<file path="src/rtl/serial_mag_comp_pkg.sv">
// rtl/serial_mag_comp_pkg.sv - shared types and helpers for the bit-serial magnitude comparator
package serial_mag_comp_pkg;

   typedef enum logic [1:0] {
      IDLE = 2'd0,
      RUN  = 2'd1,
      DONE = 2'd2
   } state_t;

   typedef enum logic [1:0] {
      REL_EQ = 2'd0,
      REL_LT = 2'd1,
      REL_GT = 2'd2
   } rel_t;

   // Map the running relation onto the {L,G,E} flag triple; always exactly one-hot.
   function automatic logic [2:0] rel_to_lge(input rel_t rel);
      case (rel)
         REL_LT:  return 3'b100;
         REL_GT:  return 3'b010;
         default: return 3'b001;
      endcase
   endfunction

endpackage

</file>
<file path="src/rtl/serial_mag_comp_bit_rel_step.sv">
// rtl/serial_mag_comp_bit_rel_step.sv - per-bit relation update; SERIAL_MAG_COMP_MSB_FIRST_EN selects bit order
module bit_rel_step
   import serial_mag_comp_pkg::*;
(
   input  logic a_bit,
   input  logic b_bit,
   input  rel_t rel_in,
   output rel_t rel_out
);

   // Fold one bit pair into the relation accumulated so far.
   always_comb begin
      rel_out = rel_in;
`ifdef SERIAL_MAG_COMP_MSB_FIRST_EN
      // Most-significant bits come first, so the first differing pair is final.
      if (rel_in == REL_EQ && a_bit != b_bit) begin
         rel_out = a_bit ? REL_GT : REL_LT;
      end
`else
      // Least-significant bits come first, so every later differing pair overrides.
      if (a_bit != b_bit) begin
         rel_out = a_bit ? REL_GT : REL_LT;
      end
`endif
   end

endmodule

</file>
<file path="src/rtl/serial_mag_comp.sv">
// rtl/serial_mag_comp.sv - bit-serial magnitude comparator top; option macro SERIAL_MAG_COMP_MSB_FIRST_EN
module serial_mag_comp
   import serial_mag_comp_pkg::*;
#(
   parameter int WIDTH = 8,
   parameter int CNT_W = $clog2(WIDTH + 1)
) (
   input  logic clk,
   input  logic rst,
`ifdef SERIAL_MAG_COMP_MSB_FIRST_EN
   output logic early_decide,
`endif
   input  logic start,
   input  logic bit_valid,
   input  logic a_bit,
   input  logic b_bit,
   output logic busy,
   output logic done,
   output logic L,
   output logic G,
   output logic E,
   output logic result_valid
);

   state_t           state;
   rel_t             rel;
   rel_t             rel_next;
   logic [CNT_W-1:0] cnt;
   logic [CNT_W-1:0] cnt_inc;
   logic [2:0]       lge_next;

   assign cnt_inc  = cnt + CNT_W'(1);
   assign lge_next = rel_to_lge(rel_next);

   bit_rel_step u_step (
      .a_bit   (a_bit),
      .b_bit   (b_bit),
      .rel_in  (rel),
      .rel_out (rel_next)
   );

   // Control FSM: consumes bit pairs in RUN, publishes the flags on entry to DONE.
   always_ff @(posedge clk) begin
      if (rst) begin
         state        <= IDLE;
         rel          <= REL_EQ;
         cnt          <= '0;
         busy         <= 1'b0;
         done         <= 1'b0;
         L            <= 1'b0;
         G            <= 1'b0;
         E            <= 1'b0;
         result_valid <= 1'b0;
`ifdef SERIAL_MAG_COMP_MSB_FIRST_EN
         early_decide <= 1'b0;
`endif
      end else begin
         done <= 1'b0;
`ifdef SERIAL_MAG_COMP_MSB_FIRST_EN
         early_decide <= 1'b0;
`endif
         case (state)
            // DONE behaves like IDLE for start; done is already high this cycle.
            IDLE, DONE: begin
               if (start) begin
                  state        <= RUN;
                  busy         <= 1'b1;
                  rel          <= REL_EQ;
                  cnt          <= '0;
                  result_valid <= 1'b0;
                  {L, G, E}    <= 3'b000;
               end else begin
                  state <= IDLE;
               end
            end
            RUN: begin
               if (start) begin
                  // Abort and restart; any bit offered alongside start is dropped.
                  rel <= REL_EQ;
                  cnt <= '0;
               end else if (bit_valid) begin
                  rel <= rel_next;
                  cnt <= cnt_inc;
`ifdef SERIAL_MAG_COMP_MSB_FIRST_EN
                  if (rel == REL_EQ && rel_next != REL_EQ) begin
                     early_decide <= 1'b1;
                  end
`endif
                  if (cnt_inc == CNT_W'(WIDTH)) begin
                     state        <= DONE;
                     busy         <= 1'b0;
                     done         <= 1'b1;
                     result_valid <= 1'b1;
                     {L, G, E}    <= lge_next;
                  end
               end
            end
            default: begin
               state <= IDLE;
               busy  <= 1'b0;
            end
         endcase
      end
   end

endmodule

</file>
<file path="config.mk">
export PLATFORM = sky130hd
export DESIGN_NAME = serial_mag_comp
export DESIGN_NICKNAME = d
export VERILOG_FILES = /design/src/rtl/serial_mag_comp_pkg.sv /design/src/rtl/serial_mag_comp_bit_rel_step.sv /design/src/rtl/serial_mag_comp.sv
export SDC_FILE = /design/constraint.sdc
export NUM_CORES = 1
export LEC_CHECK = 0
export CAP_MARGIN = 20
export CORE_MARGIN = 8
export CORE_UTILIZATION = 53
export CTS_CLUSTER_SIZE = 14
export DETAILED_ROUTE_END_ITERATION = 16
export GPL_ROUTABILITY_DRIVEN = 0
export GPL_TIMING_DRIVEN = 0
export PLACE_DENSITY = 0.92
export SLEW_MARGIN = 10
export SYNTH_ARGS = -nofsm -noshare
export SYNTH_HDL_FRONTEND = slang
export SYNTH_SLANG_ARGS = --single-unit
</file>
<file path="constraint.sdc">
create_clock -name clk -period 2.5 [get_ports clk]
set_input_delay 0.5 -clock clk [delete_from_list [all_inputs] [get_ports clk]]
set_output_delay 0.5 -clock clk [all_outputs]
set_load 0.01 [all_outputs]
</file>
# Yosys cells after proc, flatten, opt, wreduce, memory -nomap -nowiden
# Cells that the tools add are included.
[classes] bitwise_logic=2 muxes=39 reduce_logical=8 eq_ne=11 n_addsub=1
[ops] cell="1-bit two-way mux" n=19
[ops] cell="2-bit two-way mux" n=8
[ops] cell="4-bit two-way mux" n=3
[ops] cell="1-bit case mux with 2 select lines" n=5
[ops] cell="2-bit inequality test, second input constant" n=4
[ops] cell="2-bit case mux with 2 select lines" n=2
[ops] cell="4-bit case mux with 2 select lines" n=1
[ops] cell="3-bit case mux with 2 select lines" n=1
[ops] cell="3-bit AND reduction" n=2
[ops] cell="5-bit AND reduction" n=1
[ops] cell="4-bit by 1-bit adder with 4-bit output, second input constant" n=1
[ops] cell="2-bit by 1-bit equality test with 1-bit output, second input constant" n=2
[ops] cell="2-bit equality test, second input constant" n=2
[ops] cell="4-bit equality test, second input constant" n=1
[ops] cell="4-bit AND reduction" n=1
[ops] cell="4-bit OR reduction" n=1
[ops] cell="3-bit inequality test, second input constant" n=1
[ops] cell="2-bit zero test" n=1
[ops] cell="1-bit inverter" n=2
[ops] cell="2-bit nonzero test" n=1
[ops] cell="2-bit OR reduction" n=1
[ops] cell="1-bit inequality test" n=1
[totals] ff_bits=14 output_inout_bits=6

# Logic depth before layout (Yosys ltp)
[logic_depth] depth_word=8 depth_mapped=6 depth_no_buf=6

# Modules after synthesis
# A second synthesis with hierarchy kept.
[unflattened] hier_cells=77 area_unflattened_um2=699.4
[modules_own_cells] module="serial_mag_comp" seq_area_each_um2=280.3 area_each_um2=671.9 cells_each=72 instances=1
[modules_own_cells] module="bit_rel_step" seq_area_each_um2=0.0 area_each_um2=27.5 cells_each=5 instances=1

# Worst setup path after synthesis
# No wires, ideal clock.
[synth_timing] kind="input to register" start="input a_bit" end="register E" arrival_ns=1.233 path_slack_ns=1.142 t_required_ns=2.375 path_stages=5 setup_ns=0.125 cell_sequence="nor2b_1 > o21ai_0 > ha_1 > nand2_1 > o21ai_1"
[synth_between] elab_chain_len=8 elab_cells_between_ends=10 cone_classes="eq/ne: 3; mux: 7"
[synth_lines] element="start, declared" line_no="serial_mag_comp.sv:15" text="input logic a_bit,"
[synth_lines] element="2-bit two-way mux / 1-bit inequality test (equally long branches)" line_no="serial_mag_comp_bit_rel_step.sv:22, serial_mag_comp_bit_rel_step.sv:21"
[synth_lines] element="2-bit two-way mux *" line_no="serial_mag_comp_bit_rel_step.sv:21" text="if (a_bit != b_bit) begin"
[synth_lines] element="2-bit equality test / 2-bit by 1-bit equality test with 1-bit output (equally long branches)" line_no="serial_mag_comp_pkg.sv:18" text="case (rel)"
[synth_lines] element="3-bit case mux with 2 select lines *" line_no="serial_mag_comp_pkg.sv:18"
[synth_lines] element="1-bit two-way mux *" line_no="serial_mag_comp.sv:89" text="if (cnt_inc == CNT_W'(WIDTH)) begin"
[synth_lines] element="1-bit two-way mux *" line_no="serial_mag_comp.sv:81" text="end else if (bit_valid) begin"
[synth_lines] element="1-bit two-way mux *" line_no="serial_mag_comp.sv:77" text="if (start) begin"
[synth_lines] element="1-bit case mux with 2 select lines *" line_no="serial_mag_comp.sv:62" text="case (state)"
[synth_lines] element="end signal, assigned" line_no="serial_mag_comp.sv:94" text="{L, G, E} <= lge_next;"
[synth_lines] element="end, declared" line_no="serial_mag_comp.sv:21" text="output logic E,"
# Every way passes the cells marked *; elsewhere a longest branch is shown, timed or not. The select of a mux whose other input is x is not followed.
# A chain may end at the register's enable or synchronous reset.

# Worst setup path in the final report
[layout_timing] start="input start" end="register G"
[layout_between] elab_chain_len=2 elab_cells_between_ends=3 cone_classes="eq/ne: 2; reduce/logical: 1"
[layout_lines] element="start, declared" line_no="serial_mag_comp.sv:13" text="input logic start,"
[layout_lines] element="2-bit inequality test (no line)"
[layout_lines] element="5-bit AND reduction (no line) *"
[layout_lines] element="end signal, assigned" line_no="serial_mag_comp.sv:94"
[layout_lines] element="end, declared" line_no="serial_mag_comp.sv:20" text="output logic G,"
# Every way passes the cells marked *; elsewhere a longest branch is shown, timed or not.

==> impl_metrics.json <==
{
  "dp_cells": 103,
  "fmax_mhz": 565,
  "power_frac_clock": 0.315,
  "cts_buffers": 3,
  "gr-total-overflow": 0,
  "fin_crit_sh": 0.708,
  "die_w_um": 52.4,
  "synthesis.area_um2": 702,
  "cts.sinks": 14,
  "grt_pass1_vias": 609,
  "synth.net_count": 86,
  "grt_first_pass_wirelength_mm": 2.37,
  "outcome": "finished clean",
  "cts_setup_buffers": 0,
  "startpoint": "start",
  "finalCriticalPeriod_ns": 1.77,
  "avgSynthCellArea_um2": 9.12,
  "io_pins": 12,
  "grt_max_degree": 11,
  "fin_area_um2": 853,
  "track_usage": 0.115,
  "p_leak_nw": 0.299,
  "ant_nets": 0,
  "p_per_area_mw_per_mm2": 475,
  "synthToLayoutAreaGrowth_pct": 21.6,
  "p_sw_frac": 0.247,
  "dpl_cell_area_um2": 831,
  "yosysTopAreaCell": "dfxtp_1",
  "critPathKind": "input port to flip-flop",
  "final.setup.worst_slack_ns": 0.729,
  "cp-start-kind": "input port",
  "hold_path.class": "flip-flop to flip-flop",
  "holdBufCountCts": 0,
  "ys_seq_elements": 14,
  "cts.clk_slew.worst_paths_ns": 0.09,
  "critPathArrivalTime_ns": 1.93,
  "timing.rr.start": "cnt[0]$_SDFFE_PP0P_",
  "synth.top_cell.area_share": 0.399,
  "seqPwrFrac": 0.565,
  "num_vias": 618,
  "core_region_area_mm2": 0.00127,
  "hold_ws_ns": 0.458,
  "cts_tree": "built",
  "cts_root_buf": "clkbuf_4",
  "yosysUniqueCellTypes": 32,
  "first_iter_violations": 7,
  "post-dp-hpwl_mm": 1.08,
  "finalMaxSlewViolations": 0,
  "worst_pin_slew_ns": 0.453,
  "peakVddDrop_mv": 0.358,
  "die-area_mm2": 0.00274,
  "antenna_found_initial": 0,
  "rsz0062_at_grt": "no",
  "fin_cells": 106,
  "final.setup.tns_ns": 0,
  "intPower_mw": 0.305,
  "synthTopCellsByArea": "dfxtp_1 (40%), a21oi_1 (6.4%), ha_1 (5.3%), nand3_1 (4.3%), o2111ai_4 (3.7%)",
  "slew-limit-headroom": 0.698,
  "comb_power_share": 0.120,
  "cts_buffer_depth": 2,
  "worstSetupEndpointType": "flip-flop",
  "wl_per_cell_um": 13.9,
  "drt_wl_total_mm": 1.47,
  "port_buffers": 11,
  "p_sw_mw": 0.100,
  "clock_latency_ns": 0.28,
  "die_h_um": 52.4,
  "rrSetupSlack_ns": 1.09,
  "start_util": 0.553,
  "diodes": 0,
  "finalSetupViolCount": 0,
  "finClkSkew_ns": 0.00881,
  "maxCapViolCount": 0,
  "post_cts_resized": 0,
  "hold_violations": 0,
  "synthCells": 77,
  "dr.pass1.iters": 4,
  "cp.required_ns": 2.66,
  "final_util": 0.673,
  "r2r.worst_path.cells": 4,
  "power_mw": 0.405,
  "h-tree-depth": 1,
  "yosysWarnings": 0,
  "viasPerCell": 5.83,
  "drive_gt1_frac": 0.121,
  "post-place-ws_ns": 0.460,
  "r2r-end": "busy$_SDFFE_PP0P_",
  "drc": 0,
  "ys_seq_area_frac": 0.399,
  "num_rows": 13,
  "crit_path_end": "G$_SDFFE_PP0P_",
  "final_nets": 102,
  "crit_fanout": 9
}
## power by group through the flow
stage                     logic (mW)  registers, mW  clock network [mW]
after floorplan               0.0291          0.234                   0
after global placement        0.0465          0.234                   0
after detailed placement      0.0481          0.234                   0
after CTS                     0.0484          0.229               0.131
after global routing          0.0524          0.230               0.139
final                         0.0484          0.229               0.128
## worst max-delay path, stage by stage
cell	delay [ns]
clkdlybuf4s50_1	0.52
nor4bb_1	0.32
buf_4	0.23
o2111ai_4	0.16
nand3_1	0.12
o21ai_1	0.07
## metal layers
metal  global-route usage  wire length, um  up-vias
met5                    0                0        -
met4               0.0948               44        0
met3               0.0284               60        5
met2                0.192              686       15
met1                0.119              678      285
li1                     -                -      313
## flip-flops by register name, summed over array words and instances (netlist names)
register,count
cnt,4
rel,2
state,2
E,1
G,1
L,1
busy,1
done,1
result_valid,1
## cells in the mapped netlist
cell type	n
dfxtp_1	14
a21oi_1	9
nand3_1	6
inv_1	5
nand2_1	4
o21ai_0	4
ha_1	3
nor2_1	3
o21ai_1	3
a22oi_1	2
nand2b_1	2
nor3b_1	2
a211oi_1	1
a211oi_2	1
a21boi_1	1
a21o_1	1
a21o_2	1
a31oi_1	1
a32oi_1	1
a41oi_2	1
and3b_1	1
buf_4	1
buf_6	1
clkbuf_1	1
inv_4	1
nor2b_1	1
nor3_1	1
nor4bb_1	1
o2111ai_4	1
o211ai_1	1
o221a_2	1
or4_1	1
## layout by cell type, fill, tap and decap left out, types with 2 or more instances in the layout
master | Yosys | routed
clkdlybuf4s50_1 | 0 | 11
a22oi_1 | 2 | 2
nand2b_1 | 2 | 2
nor3b_1 | 2 | 2
dfxtp_1 | 14 | 14
o21ai_1 | 3 | 3
nor2_1 | 3 | 3
nand3_1 | 6 | 6
inv_1 | 5 | 5
nand2_1 | 4 | 4
ha_1 | 3 | 3
o21ai_0 | 4 | 4
a21oi_1 | 9 | 9
clkbuf_4 | 0 | 3
## how the worst min path moves through the flow
stage                   startpoint                  end  slack, ns  cells past startpoint
6_report            E$_SDFFE_PP0P_       E$_SDFFE_PP0P_       0.46                      2
5_1_grt             E$_SDFFE_PP0P_       E$_SDFFE_PP0P_       0.48                      2
4_1_cts             E$_SDFFE_PP0P_       E$_SDFFE_PP0P_       0.46                      2
3_5_place_dp        E$_SDFFE_PP0P_       E$_SDFFE_PP0P_       0.45                      2
3_3_place_gp        E$_SDFFE_PP0P_       E$_SDFFE_PP0P_       0.45                      2
2_1_floorplan  rel[1]$_SDFFE_PP0P_  rel[1]$_SDFFE_PP0P_       0.48                      2
## kinds of logic (layout without fill, tap and decap cells)
family,count (synthesis),count (layout),synth area share
DFF,14,14,0.399
buffers and inverters,9,23,0.0677
and+or+nand+nor,22,22,0.173
adders and majority gates,3,3,0.0535
AOI/OAI and AO/OA,29,29,0.307
## final cells by class
class | instances | area [um2]
clock buffer | 3 | 22.5
fill | 99 | 415
multi-input combinational | 54 | 374
timing repair buffer | 11 | 110
tap | 15 | 18.8
buffer | 3 | 22.5
sequential | 14 | 280
inverter | 6 | 25.0
Note: power is estimated with default switching activity, not from simulation.
